### config.mk
export PLATFORM = sky130hd
export DESIGN_NAME = digit_entry
export DESIGN_NICKNAME = d
export VERILOG_FILES = /design/src/rtl/digit_entry.sv
export SDC_FILE = /design/constraint.sdc
export NUM_CORES = 1
export LEC_CHECK = 0
export ABC_AREA = 1
export CORE_ASPECT_RATIO = 1.75
export CORE_MARGIN = 2
export CORE_UTILIZATION = 54
export DETAILED_ROUTE_END_ITERATION = 6
export PLACE_DENSITY_LB_ADDON = 0.05
export SLEW_MARGIN = 40
export SYNTH_ARGS = -nofsm -noshare
export SYNTH_HDL_FRONTEND = slang
export SYNTH_SLANG_ARGS = --single-unit
### constraint.sdc
create_clock -name clk -period 3.3 [get_ports clk]
set_input_delay 0.33 -clock clk [delete_from_list [all_inputs] [get_ports clk]]
set_output_delay 0.33 -clock clk [all_outputs]
set_load 0.01 [all_outputs]
### src/rtl/digit_entry.sv
// digit_entry
// Lets the player edit a decimal number one digit at a time using five board
// buttons, then turns the digits into a binary value when OK is pressed and
// hands that value to game control over a valid/ready handshake.
//
// Ports:
//   clk, rst        system clock, synchronous active-high reset
//   en              entry enable; while low no button press is acted upon
//   btn_up/down     raw buttons: increment / decrement the digit at the cursor
//   btn_left/right  raw buttons: move cursor toward more / less significant digit
//   btn_ok          raw button: confirm and convert
//   value_ready     consumer accepts value_out
//   value_out       composed binary value (held until the next conversion)
//   value_valid     value_out is valid
//   digits_out      BCD digit buffer, digit 0 (least significant) in [3:0]
//   cursor          index of the selected digit, 0 = least significant
//   busy            high while converting or waiting for the consumer
module digit_entry #(
    parameter int DEBOUNCE_CYCLES = 200000,
    parameter int DIGITS          = 6,
    parameter int VALUE_W         = 21
) (
    input  logic                  clk,
    input  logic                  rst,
    input  logic                  en,
    input  logic                  btn_up,
    input  logic                  btn_down,
    input  logic                  btn_left,
    input  logic                  btn_right,
    input  logic                  btn_ok,
    input  logic                  value_ready,
    output logic [VALUE_W-1:0]    value_out,
    output logic                  value_valid,
    output logic [4*DIGITS-1:0]   digits_out,
    output logic [2:0]            cursor,
    output logic                  busy
);

    localparam int NB    = 5;
    localparam int CNT_W = $clog2(DEBOUNCE_CYCLES + 1);
    localparam logic [CNT_W-1:0] CNT_MAX  = CNT_W'(DEBOUNCE_CYCLES - 1);
    localparam logic [2:0]       TOP_IDX  = 3'(DIGITS - 1);

    // Button slots inside the conditioning vectors
    localparam int B_OK = 0;
    localparam int B_UP = 1;
    localparam int B_DN = 2;
    localparam int B_LT = 3;
    localparam int B_RT = 4;

    typedef enum logic [1:0] {
        ST_EDIT    = 2'd0,
        ST_CONVERT = 2'd1,
        ST_HOLD    = 2'd2
    } state_t;

    // ------------------------------------------------------------------
    // Helpers
    // ------------------------------------------------------------------
    function automatic logic [3:0] get_digit(input logic [4*DIGITS-1:0] dbuf,
                                             input logic [2:0] pos);
        logic [3:0] res;
        res = 4'd0;
        for (int k = 0; k < DIGITS; k++) begin
            res = (pos == 3'(k)) ? dbuf[4*k +: 4] : res;
        end
        return res;
    endfunction

    function automatic logic [4*DIGITS-1:0] set_digit(input logic [4*DIGITS-1:0] dbuf,
                                                      input logic [2:0] pos,
                                                      input logic [3:0] val);
        logic [4*DIGITS-1:0] res;
        res = dbuf;
        for (int k = 0; k < DIGITS; k++) begin
            res[4*k +: 4] = (pos == 3'(k)) ? val : dbuf[4*k +: 4];
        end
        return res;
    endfunction

    // x*10 as (x<<3)+(x<<1), widened by four bits then truncated back
    function automatic logic [VALUE_W-1:0] mul10(input logic [VALUE_W-1:0] a);
        logic [VALUE_W+3:0] w;
        w = {4'b0000, a};
        w = (w << 3) + (w << 1);
        return w[VALUE_W-1:0];
    endfunction

    // ------------------------------------------------------------------
    // Input conditioning: synchronizer, debouncer and press-edge detect
    // ------------------------------------------------------------------
    logic [NB-1:0]    btn_raw_s;
    logic [NB-1:0]    sync1_q, sync1_d;
    logic [NB-1:0]    sync2_q, sync2_d;
    logic [NB-1:0]    stable_q, stable_d;
    logic [NB-1:0]    press_q, press_d;
    logic [CNT_W-1:0] cnt_q [NB];
    logic [CNT_W-1:0] cnt_d [NB];

    assign btn_raw_s = {btn_right, btn_left, btn_down, btn_up, btn_ok};

    // Debounce next-state: count while the synced level disagrees with the
    // accepted level; a press is flagged on an accepted 0->1 change only.
    // The tracking itself ignores en so a release while disabled is absorbed.
    always_comb begin
        sync1_d  = btn_raw_s;
        sync2_d  = sync1_q;
        stable_d = stable_q;
        press_d  = {NB{1'b0}};
        for (int i = 0; i < NB; i++) begin
            cnt_d[i] = cnt_q[i];
            if (sync2_q[i] != stable_q[i]) begin
                if (cnt_q[i] == CNT_MAX) begin
                    stable_d[i] = sync2_q[i];
                    cnt_d[i]    = {CNT_W{1'b0}};
                    press_d[i]  = sync2_q[i] & en;
                end else begin
                    cnt_d[i] = cnt_q[i] + CNT_W'(1);
                end
            end else begin
                cnt_d[i] = {CNT_W{1'b0}};
            end
        end
    end

    // ------------------------------------------------------------------
    // Edit / convert / hold control
    // ------------------------------------------------------------------
    state_t              state_q, state_d;
    logic [4*DIGITS-1:0] digits_q, digits_d;
    logic [2:0]          cursor_q, cursor_d;
    logic [VALUE_W-1:0]  acc_q, acc_d;
    logic [2:0]          idx_q, idx_d;
    logic [VALUE_W-1:0]  value_q, value_d;
    logic                valid_q, valid_d;
    logic                busy_q, busy_d;

    logic [3:0]          cur_digit_s;
    logic [3:0]          conv_digit_s;
    logic [VALUE_W-1:0]  step_s;

    assign cur_digit_s  = get_digit(digits_q, cursor_q);
    assign conv_digit_s = get_digit(digits_q, idx_q);
    assign step_s       = mul10(acc_q) + {{(VALUE_W-4){1'b0}}, conv_digit_s};

    // Control next-state. Only one press is honoured per cycle, in the order
    // ok > up > down > left > right; presses outside EDIT are discarded.
    always_comb begin
        state_d  = state_q;
        digits_d = digits_q;
        cursor_d = cursor_q;
        acc_d    = acc_q;
        idx_d    = idx_q;
        value_d  = value_q;
        valid_d  = valid_q;
        case (state_q)
            ST_EDIT: begin
                if (press_q[B_OK]) begin
                    acc_d   = {VALUE_W{1'b0}};
                    idx_d   = TOP_IDX;
                    state_d = ST_CONVERT;
                end else if (press_q[B_UP]) begin
                    digits_d = set_digit(digits_q, cursor_q,
                                         (cur_digit_s == 4'd9) ? 4'd0 : cur_digit_s + 4'd1);
                end else if (press_q[B_DN]) begin
                    digits_d = set_digit(digits_q, cursor_q,
                                         (cur_digit_s == 4'd0) ? 4'd9 : cur_digit_s - 4'd1);
                end else if (press_q[B_LT]) begin
                    cursor_d = (cursor_q == TOP_IDX) ? 3'd0 : cursor_q + 3'd1;
                end else if (press_q[B_RT]) begin
                    cursor_d = (cursor_q == 3'd0) ? TOP_IDX : cursor_q - 3'd1;
                end else begin
                    state_d = ST_EDIT;
                end
            end
            ST_CONVERT: begin
                // Most significant digit first: acc = acc*10 + digit[idx]
                acc_d = step_s;
                idx_d = idx_q - 3'd1;
                if (idx_q == 3'd0) begin
                    value_d = step_s;
                    valid_d = 1'b1;
                    state_d = ST_HOLD;
                end else begin
                    state_d = ST_CONVERT;
                end
            end
            ST_HOLD: begin
                if (value_ready && valid_q) begin
                    valid_d = 1'b0;
                    state_d = ST_EDIT;
                end else begin
                    state_d = ST_HOLD;
                end
            end
            default: begin
                valid_d = 1'b0;
                state_d = ST_EDIT;
            end
        endcase
        busy_d = (state_d != ST_EDIT);
    end

    // State and output registers; reset aborts any conversion in flight
    always_ff @(posedge clk) begin
        if (rst) begin
            sync1_q  <= {NB{1'b0}};
            sync2_q  <= {NB{1'b0}};
            stable_q <= {NB{1'b0}};
            press_q  <= {NB{1'b0}};
            for (int i = 0; i < NB; i++) begin
                cnt_q[i] <= {CNT_W{1'b0}};
            end
            state_q  <= ST_EDIT;
            digits_q <= {(4*DIGITS){1'b0}};
            cursor_q <= 3'd0;
            acc_q    <= {VALUE_W{1'b0}};
            idx_q    <= 3'd0;
            value_q  <= {VALUE_W{1'b0}};
            valid_q  <= 1'b0;
            busy_q   <= 1'b0;
        end else begin
            sync1_q  <= sync1_d;
            sync2_q  <= sync2_d;
            stable_q <= stable_d;
            press_q  <= press_d;
            for (int i = 0; i < NB; i++) begin
                cnt_q[i] <= cnt_d[i];
            end
            state_q  <= state_d;
            digits_q <= digits_d;
            cursor_q <= cursor_d;
            acc_q    <= acc_d;
            idx_q    <= idx_d;
            value_q  <= value_d;
            valid_q  <= valid_d;
            busy_q   <= busy_d;
        end
    end

    assign value_out   = value_q;
    assign value_valid = valid_q;
    assign digits_out  = digits_q;
    assign cursor      = cursor_q;
    assign busy        = busy_q;

endmodule

# Yosys cells after proc, flatten, opt, wreduce, memory -nomap -nowiden
# Memory sizes are Yosys's and may differ from the RTL's.
# Cells that the tools add are included.
[word_totals]
reg_bits = 95
latch_bits = 0
ram_bits = 90
romBits = 0
input_bits = 9
output_inout_bits = 50
word_cells = 182
mem_count = 1
[memory_table]
columns = ["name", "words", "word_bits", "rd", "rd_ports_with_merged_regs", "write_ports", "line_no", "rtl"]
rows = [
  ["cnt_q", 5, 18, 5, 0, 5, "97", "logic [CNT_W-1:0] cnt_q [NB];"],
]
[classes]
addsub = 12
mul = 0
div = 0
n_lt_le_gt_ge = 0
n_eq_ne = 26
n_shift = 0
mux = 65
bitwise_logic = 24
n_reduce_logical = 29
[ops]
columns = ["cell", "n"]
rows = [
  ["18-bit two-way mux", 15],
  ["4-bit two-way mux", 26],
  ["18-bit by 1-bit adder with 18-bit output, second input constant", 5],
  ["18-bit equality test, second input constant", 5],
  ["24-bit two-way mux", 2],
  ["20-bit one-hot mux with 2 select lines", 1],
  ["4-bit AND reduction", 6],
  ["21-bit adder", 1],
  ["21-bit by 4-bit adder with 21-bit output", 1],
  ["20-bit two-way mux", 1],
  ["3-bit two-way mux", 5],
  ["3-bit OR reduction", 5],
  ["2-bit two-way mux", 7],
  ["1-bit inverter", 14],
  ["2-bit AND reduction", 7],
  ["3-bit by 2-bit equality test with 1-bit output, second input constant", 4],
  ["3-bit equality test, second input constant", 4],
  ["2-bit nonzero test", 4],
  ["3-bit by 1-bit equality test with 1-bit output, second input constant", 2],
  ["3-bit logical NOT", 2],
  ["2-bit inequality test, second input constant", 3],
  ["2-bit one-hot mux with 3 select lines", 1],
  ["3-bit one-hot mux with 2 select lines", 1],
  ["3-bit by 1-bit subtractor with 3-bit output, second input constant", 2],
  ["other kinds (16)", 32],
]

# Logic depth before layout (Yosys ltp)
# Gate-level depths: netlist of run 1.
[depth]
depth_word = 12
depth_mapped = 24
mapped_depth_nobuf = 24

# Worst setup path after synthesis of run 1
# OpenSTA, ideal clock, no wires.
[synth_timing]
kind = "register -> register"
start = "reg idx_q[0]"
end = "reg acc_q[18]"
setup_time_ps = 70
arrival_ps = 3053
required_ps = 3230
slack_ps = 177
path_stages_with_launch = 20
path_buffers = 0
synth_period_minus_slack_ps = 3123
path_cell_list = "dfxtp_1 -> inv_1 -> ha_1 -> nand2_1 -> o21ai_0 -> o221ai_1 -> o2111ai_1 -> o21ai_0 -> fa_1 -> fa_1 -> inv_1 -> nand2_1 -> nand3_1 -> nand3_1 -> nand2_1 -> nand2_1 -> nand2_1 -> xor2_1 -> nand2_1 -> a21oi_1"
[synth_via]
elab_chain_cells = 9
[synth_lines]
columns = ["item", "line_no", "rtl"]
rows = [
  ["start, declared", "133", "logic [2:0] idx_q, idx_d;"],
  ["start signal, assigned", "234", "idx_q <= idx_d;"],
  ["3-bit logical NOT", "65", "res = (pos == 3'(k)) ? dbuf[4*k +: 4] : res;"],
  ["4-bit two-way mux (5 in series)", "65", ""],
  ["4-bit two-way mux (*)", "65", ""],
  ["21-bit by 4-bit adder with 21-bit output (*)", "144", "assign step_s = mul10(acc_q) + {{(VALUE_W-4){1'b0}}, conv_digit_s};"],
  ["20-bit one-hot mux with 2 select lines (*)", "156", "case (state_q)"],
  ["end signal, assigned", "217", "acc_q <= {VALUE_W{1'b0}};"],
  ["end, declared", "132", "logic [VALUE_W-1:0] acc_q, acc_d;"],
]
# Mark *: on every way between the ends. The rest lies on a longest branch, timed or not.
# A chain may end at the register's enable or synchronous reset.

# Final worst setup path of run 1
[layout_timing]
start = "reg idx_q[0]"
end = "reg acc_q[19]"
# The elaborated chain is that of the path after synthesis.

==> results.json, run 1 <==
{
  "cts_buffers": 17,
  "clock.fmax_mhz": 320,
  "grt_antenna_before_repair": 0,
  "dieArea_um2": 19000,
  "ctsHoldBuffers": 0,
  "wl_met1_um": 9170,
  "run_status": "finished, final reports clean",
  "p_leak_nw": 4.63,
  "rsz0062_at_grt": "yes",
  "layout_min_cycle_time_ps": 3130,
  "crit_path_max_fanout": 4,
  "portBuffers": 58,
  "drtIter0Drc": 362,
  "crit_slowest_cell": "fa_1",
  "place_hpwl_um": 16100,
  "tns_ps": 0,
  "vias_per_cell": 5.19,
  "final_core_util_pct": 64.9,
  "ys_seq_area_share_pct": 38.5,
  "wl_per_cell_um": 13.5,
  "ys_types": 53,
  "worstMarginPinSlew_ps": 814,
  "diodes": 0,
  "clock_latency_ps": 440,
  "final_common_cell": "nand2_1",
  "via_count": 8437,
  "nFillCells": 1621,
  "grt_max_degree": 74,
  "max_cap_viol_count": 0,
  "period_share_pct": 94.8,
  "dr_wl_met3_um": 716,
  "irDropWorstVdd_mv": 0.353,
  "syn_avg_cell_area_um2": 7.35,
  "die_h_um": 181,
  "firstDrtPassIters": 5,
  "cts_buffer_depth": 2,
  "finalWeightedCongestion": 0.924,
  "cp-start-kind": "flop",
  "grt_pass1_vias": 8260,
  "synthToLayoutAreaGrowth_pct": 17.7,
  "async_reset_ff_share_pct": 0,
  "cts_tree": "yes",
  "p_per_area_nw_per_um2": 385,
  "syn-cell-area_um2": 9630,
  "highest_layer": "met4",
  "required_ps": 3660,
  "slowest_delay_ps": 580,
  "path_cells": "inv_6, ha_4, nand2_4, nor3_2, o221ai_1, o2111ai_1, o21ai_1, fa_1, inv_2, ha_4, nand2_2, nor2_4, buf_4, nand4_1, nand3_2, xor2_2, nand2_1, a21oi_1",
  "synthFlopType": "dfxtp_1",
  "path_buf_inv": 3,
  "rows": 64,
  "gr-usage-all-layers_pct": 23.8,
  "hold_viol_final": 0,
  "min_path_type": "input pin to flop",
  "die_w_um": 105,
  "synth_cells": 1309,
  "hold_start": "rst",
  "syn-num-nets": 1369,
  "worstSetupPathType": "flop to flop",
  "r2r-start": "idx_q[0]",
  "critPathArrivalTime_ps": 3490,
  "start_util_pct": 55.1,
  "drc_errors": 0,
  "synth-edff-count": 0,
  "clkSinkCount": 185,
  "dr_wl_met2_um": 11500,
  "clk_pin_slew_ps": 70,
  "skew_ps": 8.11,
  "routed_wirelength_um": 22000,
  "cp-startpoint": "idx_q[0]",
  "grt-ovfl-total": 0,
  "ys_warn_count": 0,
  "grt_pass1_wl_um": 37300,
  "holdWs_ps": 149,
  "antenna_left": 0,
  "crit_family": "adder cells",
  "clockRootBuffer": "clkbuf_16",
  "io_pins": 59,
  "nNetsFinal": 1442,
  "final_cell_mix": "nand2_1, dfxtp_1, inv_1",
  "ys_ff_latch": 185,
  "p_total_w": 0.00436,
  "slew_violations": 0,
  "cp_common_cell": "ha_4",
  "setup_viol": 0,
  "core_um2": 17500,
  "htreeDepth": 4,
  "end_kind": "flop",
  "drive_above_1_share_pct": 12.3,
  "slew_headroom_pct": 45.7
}
-- power breakdown --
part           internal (W)  leakage, nW  switching [W]
Sequential          0.00224         1.49     0.00000392
Combinational     0.0000167         2.85      0.0000394
Clock               0.00110        0.285       0.000965
-- timing repair --
action / CTS / global route
setup endpoints to repair: 1 / 30
resized for setup: 3 / 46
pin swaps: 1 / 13
buffers inserted: 0 / 2
-- flip-flops by register name, indices dropped and copies added, names as in the netlist --
signal,count
acc_q,20
busy,1
cnt_q,90
cursor,3
digits_out,24
idx_q,3
press_q,5
stable_q,5
state_q,2
sync1_q,5
sync2_q,5
value_out,21
value_valid,1
-- per-layer routing --
layer	up-vias	track usage (%)
met3	48	4.74
met2	144	44.1
met5	-	0
li1	4392	-
met4	0	10.2
met1	3853	26.0
-- cell families (layout without fill, tap and decap cells) --
| logic type | after synthesis | after routing | share of synthesized area (%) |
|---|---|---|---|
| AND/OR/NAND/NOR | 597 | 597 | 30.1 |
| buffers and inverters | 222 | 308 | 8.86 |
| AO/OA/AOI/OAI | 213 | 213 | 12.1 |
| flip-flops | 185 | 185 | 38.5 |
| adder cells (fa/ha/maj) | 51 | 51 | 6.78 |
| XOR/XNOR | 41 | 41 | 3.73 |
-- cell usage after synthesis, types with 4 or more instances --
master      n  area (µm²)
nor3_2      6        60.1
nor2_4      7        78.8
and3_1      5        31.3
o21ai_0    45         225
ha_1       49         613
a31oi_1     5        31.3
nor2_1    160         601
nor3b_1    17         128
nor4_1     12        75.1
a211oi_1    4        30.0
buf_1       5        18.8
nor2_2     10        62.6
inv_2      11        41.3
o21a_1      6        45.0
xnor2_1    15         131
inv_1     185         694
o21ai_1    14        70.1
nand3_2     8        80.1
or2_2       6        37.5
clkbuf_1   12        45.0
o211ai_1    6        45.0
xor2_1     26         228
dfxtp_1   185        3700
nand3_1    69         345
nand4_1    18         113
nand2_2    14        87.6
a21oi_1   115         576
nand2_1   216         811
nor3_1     33         165
-- layout make-up --
cell class | instances | area, µm² | share of cell area (%)
Timing Repair Buffer | 77 | 718 | 6.34
Inverter | 199 | 759 | 6.71
Clock buffer | 19 | 443 | 3.91
Sequential cell | 185 | 3710 | 32.8
Clock inverter | 13 | 153 | 1.35
Multi-Input combinational cell | 902 | 5250 | 46.4
Tap cell | 231 | 289 | 2.55
-- metrics by stage --
| step | cells | worst slack [ps] | instance area, µm² |
|---|---|---|---|
| finish | 1626 | 170 | 11300 |
| global placement | 1592 | 91.6 | 10500 |
| CTS | 1624 | 10.8 | 11100 |
| global route | 1626 | -76.2 | 11300 |
| detailed placement | 1592 | -2.39 | 10500 |
| floorplan | 1309 | 177 | 9630 |
-- final timing paths --
kind         cells after the start    endpoint  slack, ps
max reg2reg                     18   acc_q[19]        170
max                             18   acc_q[19]        170
min reg2reg                      2  sync2_q[4]        400
min                              2  sync1_q[3]        150
(Power assumes the default switching activity.)
==> run 2, diff against run 1 <==
- CORE_UTILIZATION: 54 -> 65
- clock period: 3.3 -> 4 ns (I/O delays scaled with it)
==> run 2 against run 1 <==
Compared with the run above: the flow now finishes with violations (DRC); clock skew grew 2.5 ps; global-route usage grew 4.7 points; largest power group unchanged; via count grew 0.58%; setup slack gained 220 ps; register-to-register slack gained 220 ps; count of clock-buffer cells in the layout shrank 2; first-iteration DRC count shrank 1.4%.
==> results.json, run 2 (synthesized netlist as in run 1, its figures left out) <==
{
  "diodes": 0,
  "cp_common_cell": "nand2_1",
  "skew_ps": 10.7,
  "p_seq_share_pct": 52.4,
  "r2r_slack_ps": 400,
  "finalWeightedCongestion": 0.979,
  "drive_above_1_share_pct": 8.77,
  "htreeDepth": 4,
  "nNetsFinal": 1427,
  "crit_slowest_cell": "fa_1",
  "cts-resized-gates": 0,
  "grt_pass1_vias": 8160,
  "portBuffers": 58,
  "grt_max_degree": 50,
  "die_w_um": 96.0,
  "fin_area_um2": 10900,
  "max_cap_viol_count": 0,
  "ctsHoldBuffers": 0,
  "clk_pin_slew_ps": 70,
  "dieArea_um2": 15800,
  "clockRootBuffer": "clkbuf_16",
  "grt_pass1_wl_um": 36000,
  "clock_latency_ps": 430,
  "p_leak_nw": 4.53,
  "register_area_um2": 3700,
  "p_per_area_nw_per_um2": 323,
  "place_inst": 1528,
  "slew_violations": 0,
  "rows": 58,
  "cts_buffer_depth": 2,
  "irDropWorstVdd_mv": 0.257,
  "path_buf_inv": 2,
  "largest_reg_flops": 90,
  "via_count": 8486,
  "end_kind": "flop",
  "cts_tree": "yes",
  "grt-ovfl-total": 0,
  "switching_power_w": 0.000837,
  "combPwrFrac_pct": 1.3,
  "clock.fmax_mhz": 277,
  "regMostFlops": "cnt_q",
  "vias_per_cell": 5.44,
  "slowest_delay_ps": 560,
  "rsz0062_at_grt": "no",
  "firstDrtPassIters": 7,
  "clkSinkCount": 185,
  "worstMarginPinSlew_ps": 709,
  "drtIter0Drc": 357,
  "place_hpwl_um": 16000,
  "use_met1_pct": 31.3,
  "endpoint": "acc_q[17]",
  "setup_viol": 0,
  "crit_path_max_fanout": 6,
  "final_cells": 1559,
  "antenna_left": 0,
  "wl_per_cell_um": 13.8,
  "drc_errors": 4,
  "cts_buffers": 17,
  "run_status": "complete, but fails checks",
  "required_ps": 4360,
  "top_usage_layer": "met2",
  "slew_headroom_pct": 52.6,
  "gr-usage-all-layers_pct": 28.5,
  "nFillCells": 1131,
  "cts_setup_buffers": 0,
  "cp.depth": 19,
  "p_int_w": 0.00269,
  "final_cell_mix": "nand2_1, inv_1, dfxtp_1",
  "grt_antenna_before_repair": 0,
  "min_path_type": "flop to flop",
  "reg2reg_depth": 19,
  "r2r-start": "idx_q[1]",
  "worstSetupPathType": "flop to flop",
  "synthToLayoutAreaGrowth_pct": 13.6,
  "path_cells": "inv_1, ha_1, nand2_1, o21ai_0, o221ai_1, o2111ai_1, o21ai_0, fa_1, inv_1, ha_1, nand2_1, nor2_1, a21oi_1, o21ai_1, nand2_1, nand2_1, xor2_1, nand2_1, a21oi_1",
  "crit_family": "compound AO/OA/AOI/OAI gates",
  "layout_min_cycle_time_ps": 3600,
  "post_dp_cell_area_um2": 10400,
  "start_util_pct": 66.7,
  "critPathArrivalTime_ps": 3970,
  "met2_usage_pct": 52.5,
  "final_common_cell": "nand2_1",
  "die_h_um": 165,
  "hold_viol_final": 0,
  "core_um2": 14400,
  "period_share_pct": 90.1,
  "routed_wirelength_um": 21500,
  "p_sw_share_pct": 23.7,
  "clkPwrFrac_pct": 46.3,
  "tns_ps": 0,
  "cp-startpoint": "idx_q[1]",
  "multi_input_area_um2": 5070,
  "violations": "DRC",
  "io_pins": 59,
  "timing.rr.end": "acc_q[17]",
  "grt_use_met3_pct": 4.61,
  "cp-start-kind": "flop"
}
[run 2: cell count changes in the layout (fill, tap and decap cells not counted), sizes merged]
cell / previous run / this run
buf: 20 / 5
clkbuf: 19 / 17
inv: 204 / 206
bufinv: 1 / 0
clkinv: 5 / 6
clkinvlp: 2 / 1
[run 2: per-layer routing]
metal | part of all wire [%] | vias up
met4 | 3.3 | 0
met1 | 40 | 3890
met3 | 3.3 | 54
li1 | - | 4376
met5 | 0 | -
met2 | 53 | 166
[run 2: worst reg2reg max path, delay by kind of cell (launching register included)]
kind | cells | cell delay [ps]
compound gates | 7 | 1140
xor+xnor | 1 | 190
fa+ha+maj | 3 | 1090
buf+inv | 2 | 170
flops | 1 | 340
simple gates | 6 | 610
[run 2: worst min path at each step]
stage / cells after the start / start / endpoint / slack (ps)
detailed placement: 2 / sync1_q[2] / sync2_q[2] / 400
CTS: 2 / sync1_q[2] / sync2_q[2] / 410
global route: 2 / sync1_q[4] / sync2_q[4] / 430
finish: 2 / sync1_q[4] / sync2_q[4] / 410
global placement: 2 / sync1_q[4] / sync2_q[4] / 400
floorplan: 2 / sync1_q[0] / sync2_q[0] / 390
[run 2: stage by stage]
| stage | setup WS [ps] | hold slack (ps) | total power [W] | util, % |
|---|---|---|---|---|
| after floorplan | 877 | 388 | 0.00192 | - |
| after global placement | 646 | 396 | 0.00194 | 71.7 |
| after detailed placement | 500 | 396 | 0.00194 | 71.7 |
| after CTS | 425 | 405 | 0.00355 | 75.7 |
| after global routing | 47.7 | 429 | 0.00363 | 75.7 |
| final | 395 | 406 | 0.00353 | 75.7 |
[run 2: power by group through the flow]
| stage | clock network (W) | registers (W) | logic, W |
|---|---|---|---|
| after detailed placement | 0 | 0.00189 | 0.0000471 |
| after global routing | 0.00173 | 0.00185 | 0.0000532 |
| after global placement | 0 | 0.00189 | 0.0000465 |
| after CTS | 0.00165 | 0.00185 | 0.0000475 |
| final | 0.00163 | 0.00185 | 0.0000474 |
| after floorplan | 0 | 0.00189 | 0.0000312 |
[run 2: final cells by class]
class                      instances  area share (%)
multi-input combinational        902            46.4
sequential                       185            33.9
inverter                         199            6.87
timing repair buffer              62            5.54
clock buffer                      17            3.89
tap                              180            2.06
clock inverter                    14            1.38
==> run 3, diff against run 2 <==
- ABC_AREA: 1 -> unset
- ABC_CLOCK_PERIOD_IN_PS: unset -> 4000
- CORE_UTILIZATION: 65 -> 64
==> run 3 against run 2 <==
Compared with the run above: the run now ends clean; setup slack worse by 160 ps; largest power group unchanged; highest routed layer unchanged; register-to-register slack worse by 160 ps; routed wire length down 5.9%; worst hold slack worse by 110 ps; power up 1.9%; flip-flop and latch count unchanged; count of clock-buffer cells in the layout up 1; critical endpoint is now value_out[17]; combinational power down 8.2%.
==> results.json, run 3 <==
{
  "start_util_pct": 64.7,
  "firstDrtPassIters": 7,
  "setup_viol": 0,
  "regMostFlops": "cnt_q",
  "min_to": "acc_q[6]",
  "core_um2": 14200,
  "cts_buffers": 17,
  "clkPwrFrac_pct": 47.3,
  "die_w_um": 94.6,
  "die_h_um": 163,
  "grt_max_degree": 51,
  "crit_slowest_cell": "fa_1",
  "p_int_w": 0.00276,
  "clk_pin_slew_ps": 70,
  "hold_start": "rst",
  "gr-usage-all-layers_pct": 27.4,
  "path_cells": "inv_1, ha_1, nand3b_1, a21oi_1, a21oi_1, o21ai_0, o21ai_1, fa_1, inv_1, ha_1, a21oi_1, nor2b_1, a311o_1, a31oi_4, o21a_1, mux2_2, a2bb2oi_1, nor2_1",
  "fin_ws_ps": 240,
  "syn-cell-area_um2": 9200,
  "drtIter0Drc": 396,
  "largest_reg_flops": 90,
  "layout_min_cycle_time_ps": 3760,
  "timing.rr.end": "value_out[17]",
  "syn-num-nets": 1142,
  "end_kind": "flop",
  "ys_types": 71,
  "p_per_area_nw_per_um2": 343,
  "vias_per_cell": 5.81,
  "critPathArrivalTime_ps": 4130,
  "hold_viol_final": 0,
  "drive_above_1_share_pct": 6.94,
  "finalWeightedCongestion": 0.948,
  "p_total_w": 0.00360,
  "worstSetupPathType": "flop to flop",
  "clock.fmax_mhz": 266,
  "via_count": 7662,
  "clock_latency_ps": 430,
  "p_sw_share_pct": 23.2,
  "period_share_pct": 94.0,
  "cts_buffer_depth": 2,
  "nFillCells": 1142,
  "final_cell_mix": "dfxtp_1, nor2_1, nand2_1",
  "p_seq_share_pct": 51.4,
  "synthTopCellsByArea": "dfxtp_1, nor2_1, ha_1",
  "grt-ovfl-total": 0,
  "ys_ff_latch": 185,
  "r2r_slack_ps": 240,
  "netlist.area_leader.share_pct": 40.3,
  "ys_warn_count": 0,
  "portBuffers": 58,
  "switching_power_w": 0.000833,
  "slowest_delay_ps": 550,
  "grt_pass1_vias": 7367,
  "routed_wirelength_um": 20300,
  "post-place-ws_ps": 121,
  "grt_pass1_wl_um": 34100,
  "hold_path_depth": 2,
  "final_common_cell": "dfxtp_1",
  "synth_most_common_cell": "dfxtp_1",
  "diodes": 0,
  "io_pins": 59,
  "max_cap_viol_count": 0,
  "min_path_type": "input pin to flop",
  "final_core_util_pct": 73.7,
  "r2r-start": "idx_q[1]",
  "place_hpwl_um": 14600,
  "dieArea_um2": 15400,
  "grt_antenna_before_repair": 0,
  "reg2reg_depth": 18,
  "crit_path_max_fanout": 4,
  "clockRootBuffer": "clkbuf_16",
  "cp-start-kind": "flop",
  "synthTopCellsByCount": "dfxtp_1, nor2_1, nand2_1",
  "ys_seq_area_share_pct": 40.3,
  "nNetsFinal": 1186,
  "combPwrFrac_pct": 1.2,
  "syn_avg_cell_area_um2": 8.50,
  "synthToLayoutAreaGrowth_pct": 14.0,
  "synth_cells": 1082,
  "rows": 58,
  "required_ps": 4370,
  "ctsHoldBuffers": 0,
  "cp_common_cell": "a21oi_1",
  "drc_errors": 0,
  "slew_headroom_pct": 53.9,
  "antenna_left": 0,
  "htreeDepth": 4,
  "cts_tree": "yes",
  "clkSinkCount": 185,
  "run_status": "finished, final reports clean",
  "synth-edff-count": 0,
  "irDropWorstVdd_mv": 0.285,
  "synth_top_cell_by_area": "dfxtp_1",
  "async_reset_ff_share_pct": 0,
  "slew_violations": 0,
  "synthFlopType": "dfxtp_1",
  "skew_ps": 26.1,
  "worstMarginPinSlew_ps": 688,
  "p_leak_nw": 3.88,
  "wl_per_cell_um": 15.4
}
run 3: cell types whose count changed in the layout (fill, tap and decap cells not counted), sizes merged, moves of 30 or more:
cell / previous run / this run
a21oi: 117 / 60
and3: 5 / 37
inv: 206 / 46
nand2: 234 / 93
nand3: 79 / 48
o21ai: 60 / 30
xnor2: 15 / 58
run 3: worst max-delay path by stage:
stage                         end  startpoint  slack [ps]  depth (start not counted)
CTS                 value_out[17]    idx_q[0]          50                         17
finish              value_out[17]    idx_q[1]         240                         18
global route        value_out[20]    idx_q[0]         -30                         23
floorplan           value_out[17]    idx_q[1]         130                         19
global placement    value_out[13]    idx_q[1]         180                         17
detailed placement  value_out[13]    idx_q[0]         120                         16
run 3: final cells by class:
cell class | instances | area (µm²) | area share, %
multi-input cells | 811 | 5120 | 48.8
well taps | 180 | 225 | 2.15
inverters | 38 | 143 | 1.36
repair buffers | 73 | 688 | 6.56
clock inverters | 14 | 178 | 1.69
clock buffers | 18 | 429 | 4.09
flip-flops and latches | 185 | 3700 | 35.3
run 3: power by group through the flow:
stage / Clock [W] / Sequential [W] / Combinational [W]
after detailed placement: 0 / 0.00189 / 0.0000432
final: 0.00170 / 0.00185 / 0.0000435
after global placement: 0 / 0.00189 / 0.0000433
after global routing: 0.00180 / 0.00185 / 0.0000476
after floorplan: 0 / 0.00189 / 0.0000304
after CTS: 0.00173 / 0.00185 / 0.0000437
run 3: cell families after synthesis:
family                   synth area share [%]
AND/OR/NAND/NOR                          24.8
flip-flops                               40.3
AO/OA/AOI/OAI                            12.7
XOR/XNOR                                 9.90
buffers and inverters                    4.42
adder cells (fa/ha/maj)                  7.10
multiplexers                            0.775
run 3: worst max-delay path, delay by kind of cell, from the launching register on:
| kind | cells | cell delay, ps |
|---|---|---|
| buffers and inverters | 2 | 130 |
| AO/OA/AOI/OAI | 9 | 1520 |
| adder cells (fa/ha/maj) | 3 | 1050 |
| multiplexers | 1 | 360 |
| AND/OR/NAND/NOR | 3 | 310 |
| flip-flops | 1 | 330 |
run 3: what timing repair did:
item / 4_1_cts / 5_1_grt
hold endpoints to repair: 0 / 0
setup buffers: 0 / 2
setup endpoints to repair: 0 / 18
gates resized for setup: 0 / 7
run 3: per-layer routing:
metal  up-vias  GRT usage, %  part of all wire [%]
li1       3824             -                     -
met1      3588          30.8                    40
met2       192          50.0                    53
met3        58          4.16                   3.6
met4         0          11.8                   3.9
met5         -             0                     0
run 3: per-stage QoR:
step           area (µm²)  instances  setup TNS, ps  hold WS [ps]
4_1_cts             10400       1317              0           301
6_report            10500       1319              0           299
2_1_floorplan        9200       1082              0           414
3_5_place_dp         9830       1285              0           427
3_3_place_gp         9830       1285              0           416
5_1_grt             10500       1319          -59.6           315
